`src/rtl/rot_delay_pipe.sv`:
```
// rot_delay_pipe: elastic DEPTH-stage delay line applying a per-beat transform on every hop
module rot_delay_pipe #(
  parameter int WIDTH = 32,
  parameter int DEPTH = 16,
  parameter int ROT   = 1,
  localparam int OW   = $clog2(DEPTH + 1)
) (
  input  logic             clk,
  input  logic             rst,
  input  logic             in_valid,
  output logic             in_ready,
  input  logic [WIDTH-1:0] in_data,
  input  logic [1:0]       in_mode,
  input  logic             flush,
  output logic             out_valid,
  input  logic             out_ready,
  output logic [WIDTH-1:0] out_data,
  output logic [1:0]       out_mode,
  output logic [OW-1:0]    occupancy
);

  logic [WIDTH-1:0] r_data [DEPTH];
  logic [1:0]       r_mode [DEPTH];
  logic [DEPTH-1:0] r_valid;
  logic [OW-1:0]    r_occ;
  logic             w_advance;
  logic             w_accept;
  logic             w_take;

  // Transform applied to a beat as it moves one stage forward, chosen by its own stored mode
  function automatic logic [WIDTH-1:0] hop(input logic [WIDTH-1:0] d, input logic [1:0] m);
    return m == 2'd1 ? {d[WIDTH-1-ROT:0], d[WIDTH-1:WIDTH-ROT]} :
           m == 2'd2 ? {d[ROT-1:0], d[WIDTH-1:ROT]} :
           m == 2'd3 ? ~d : d;
  endfunction

  assign w_advance = !r_valid[DEPTH-1] | out_ready;
  assign in_ready  = w_advance & !flush & !rst;
  assign w_accept  = in_valid & in_ready;
  assign w_take    = r_valid[DEPTH-1] & out_ready & !flush;
  assign out_valid = r_valid[DEPTH-1];
  assign out_data  = r_data[DEPTH-1];
  assign out_mode  = r_mode[DEPTH-1];
  assign occupancy = r_occ;

  // Rigid shift of the whole chain; flush only drops valid bits and leaves data stale
  always_ff @(posedge clk or posedge rst) begin
    if (rst) begin
      r_valid <= '0;
      for (int k = 0; k < DEPTH; k++) begin
        r_data[k] <= '0;
        r_mode[k] <= '0;
      end
    end else if (flush) begin
      r_valid <= '0;
    end else if (w_advance) begin
      r_valid <= {r_valid[DEPTH-2:0], w_accept};
      if (w_accept) begin
        r_data[0] <= in_data;
        r_mode[0] <= in_mode;
      end
      for (int k = 1; k < DEPTH; k++) begin
        r_data[k] <= hop(r_data[k-1], r_mode[k-1]);
        r_mode[k] <= r_mode[k-1];
      end
    end
  end

  // Occupancy tracks accepts minus completed output handshakes
  always_ff @(posedge clk or posedge rst) begin
    if (rst) r_occ <= '0;
    else if (flush) r_occ <= '0;
    else r_occ <= r_occ + OW'(w_accept) - OW'(w_take);
  end

endmodule
```
`config.mk`:
```
export PLATFORM = sky130hd
export DESIGN_NAME = rot_delay_pipe
export DESIGN_NICKNAME = d
export VERILOG_FILES = /design/src/rtl/rot_delay_pipe.sv
export SDC_FILE = /design/constraint.sdc
export NUM_CORES = 2
export LEC_CHECK = 0
export BUFFER_PORTS_ARGS = -buffer_cell sky130_fd_sc_hd__buf_2
export CELL_PAD_IN_SITES_DETAIL_PLACEMENT = 0
export CELL_PAD_IN_SITES_GLOBAL_PLACEMENT = 1
export CORE_ASPECT_RATIO = 0.5
export CORE_MARGIN = 2
export CORE_UTILIZATION = 43
export DETAILED_ROUTE_END_ITERATION = 10
export PLACE_DENSITY_LB_ADDON = 0.1
export SYNTH_ARGS = -nofsm -noshare
export SYNTH_HDL_FRONTEND = slang
export SYNTH_SLANG_ARGS = --single-unit
```
`constraint.sdc`:
```
create_clock -name clk -period 17.8 [get_ports clk]
set_input_delay 0.89 -clock clk [delete_from_list [all_inputs] [get_ports clk]]
set_output_delay 0.89 -clock clk [all_outputs]
set_load 0.05 [all_outputs]
```
==> impl_metrics.py <==
metrics = {
    "status": {
        "status": "finished, final reports clean",
    },
    "floorplanning": {
        "coreArea_mm2": 0.0841,
        "die_x_um": 417,
        "die_area_mm2": 0.0877,
        "ioPinCount": 80,
        "start_util_pct": 43.6,
        "fp.dieH_um": 210,
        "core.rowCount": 75,
    },
    "global_routing": {
        "grt_pass1_wl_um": 149000,
        "track_usage_pct": 20.2,
        "grt_max_degree": 265,
        "grt.overflow.total": 0,
        "grt_pass1_vias": 28800,
        "antenna_found_initial": 1,
    },
    "clocking": {
        "numCtsBuffers": 57,
        "cts_setup_buffers": 0,
        "cts-root-buf": "clkbuf_16",
        "tritoncts": "done",
        "clk_path_buf_depth": 3,
        "clk_latency_ns": 0.65,
        "clk_pin_slew_ns": 0.07,
        "postCtsResizedCells": 0,
        "clock_sink_count": 565,
        "hold_buffers": 0,
        "htree_levels": 2,
    },
    "synthesis": {
        "seq_area_frac_synth_pct": 38.6,
        "synth_edf_count": 0,
        "yosys-top-cells-area": "dfrtp_1 (39%), o21ai_0 (9.5%), nand2_1 (8.0%), nor2b_1 (7.5%), a21oi_1 (6.6%)",
        "synth_area_mm2": 0.0366,
        "ys_types": 36,
        "ys_warn_count": 0,
        "yosysTopAreaCell": "dfrtp_1",
        "async_flop_share_pct": 100,
        "synth_nets": 4838,
        "yosysMostFrequentCell": "nand2_1",
        "synthCells": 4793,
        "ys_ff_latch": 565,
        "ys.flop_type": "dfrtp_1",
        "syn_avg_cell_area_um2": 7.64,
        "synth_common_cells": "nand2_1 (782), o21ai_0 (694), dfrtp_1 (565), a21oi_1 (486), nor2b_1 (441)",
        "synth.top_cell.area_share_pct": 38.6,
    },
    "route": {
        "route.detailed.drc": 0,
        "first_iter_violations": 1997,
        "antenna_left": 0,
        "drtPass1Iterations": 5,
        "post_drt_via_cell_ratio": 5.50,
        "routed_wl_um": 88900,
        "wire_per_inst_um": 15.6,
        "via_count": 31400,
    },
    "sta": {
        "rsz0062_at_grt": "false",
        "drv_slew": 0,
        "tightest_slew_ns": 1.14,
        "tns_ns": 0,
        "min_period_ns": 3.67,
        "worst_slack_ns": 14.13,
        "final_hold_viol_count": 0,
        "timing.fmax_mhz": 273,
        "relSlewSlack_pct": 23.9,
        "clock_skew_ns": 0.0327,
        "period_share_pct": 20.6,
        "finalSetupViolCount": 0,
        "hold_ws_ns": 0.272,
    },
    "place": {
        "dp.cells": 5602,
        "place_area_mm2": 0.0367,
        "post-place-ws_ns": 13.43,
        "hpwl_um": 57900,
        "gp_routability_congestion": 0.784,
        "port_buffers": 79,
    },
    "layout": {
        "instances_no_fill": 5707,
        "layout-drive-gt1-share_pct": 5.95,
        "utilization_pct": 45.9,
        "nNetsFinal": 4590,
        "area_growth_pct": 5.38,
        "design_area_mm2": 0.0386,
    },
    "run": {
        "max-cap-violations": 0,
    },
    "setup_path": {
        "startpoint_type": "flip-flop",
        "endpoint_kind": "flip-flop",
        "critPathArrivalTime_ns": 4.23,
        "crit_type": "reg2reg",
        "r2r_slack_ns": 14.13,
        "cp.required_ns": 18.36,
        "cp_max_fo": 46,
    },
    "power": {
        "p_leak_nw": 15.5,
        "ir_worst_vdd_mv": 0.0730,
        "power_density_mw_per_mm2": 159,
        "power_mw": 6.14,
    },
    "min_path": {
        "hold_class": "in2async",
    },
}
-- worst paths after layout --
kind | from | depth (start not counted) | to
max in group asynchronous | rst | 6 | r_data[277]$_DFFE_PP0N_
worst max register to register | r_valid[15]$_DFFE_PP0P_ | 15 | occupancy[4]$_DFF_PP0_
worst min register to register | out_mode[0]$_DFFE_PP0N_ | 2 | out_mode[0]$_DFFE_PP0N_
worst min-delay path | rst | 2 | r_data[119]$_DFFE_PP0N_
min in group clk | out_mode[0]$_DFFE_PP0N_ | 2 | out_mode[0]$_DFFE_PP0N_
worst max-delay path | r_valid[15]$_DFFE_PP0P_ | 15 | occupancy[4]$_DFF_PP0_
-- state kept, by name (all words and copies together), names as in the netlist --
| register | flops |
|---|---|
| occupancy | 5 |
| out_data | 32 |
| out_mode | 2 |
| r_data | 480 |
| r_mode | 30 |
| r_valid | 16 |
-- metal layers --
metal  GRT usage, %  share of wire [%]  vias up
li1               -                  -    16300
met1           29.5                 51    14700
met2           32.3                 44      284
met3           2.82                3.2       86
met4           3.34                1.3        0
met5              0                  0        -
-- logic make-up (layout without fill, tap and decap cells) --
group                      after synthesis  count (layout)  share of synthesized area [%]
muxes                                   34              34                           1.05
xor gates and xnor gates                 2               2                         0.0478
buffers and inverters                  672             469                           8.34
DFF                                    565             565                           38.6
other                                    0               1                              0
and+or+nand+nor                       1715            1715                           21.7
AOI/OAI and AO/OA                     1799            1799                           30.1
adders and majority gates                6               6                          0.225
-- cells in the final DEF, fill, tap and decap left out, drive strengths merged, types with 2 or more instances in the layout --
cell and n:
and3b 8, nor2 245, clkbuf 81, o22ai 23
nor3 190, a21o 18, a22o 14, o211ai 223
nor2b 442, inv 249, ha 5, o21ai 726
o311a 223, dfrtp 565, nand2b 42, o21a 9
nand2 782, bufinv 5, buf 119, xor2 2
a21oi 486, a32oi 13, clkinv 14, a211oi 42
a31oi 20, nor3b 3, mux2 34
-- report_power, final --
group / internal (mW) / leakage (nW) / switching, mW / total [mW]
Sequential: 1.77 / 7.07 / 0.809 / 2.58
Combinational: 0.998 / 7.46 / 1.29 / 2.29
Clock: 0.716 / 0.953 / 0.553 / 1.27
Total: 3.48 / 15.5 / 2.65 / 6.14
-- area by class of cell --
class	instances	area, um2
Tap cell	1116	1400
Timing Repair Buffer	119	746
Fill cell	8526	45500
Antenna cell	1	2.50
Inverter	246	931
Multi-Input combinational cell	3556	19500
Clock buffer	81	1650
Clock inverter	23	265
Sequential cell	565	14200
-- worst max-delay path: stages, from the launching register on --
cell and delay [ns]:
dfrtp_1 0.41, nor2b_2 0.19, nor2_4 0.07, buf_4 0.55, and3_1 0.24, buf_4 0.43, inv_1 0.10, ha_1 0.29
inv_1 0.06, ha_1 0.15, inv_1 0.06, fa_1 0.40, nor2b_1 0.16, o21ai_0 0.12, nand3_1 0.10, nor3b_1 0.18
Note: power is estimated with default switching activity, not from simulation.
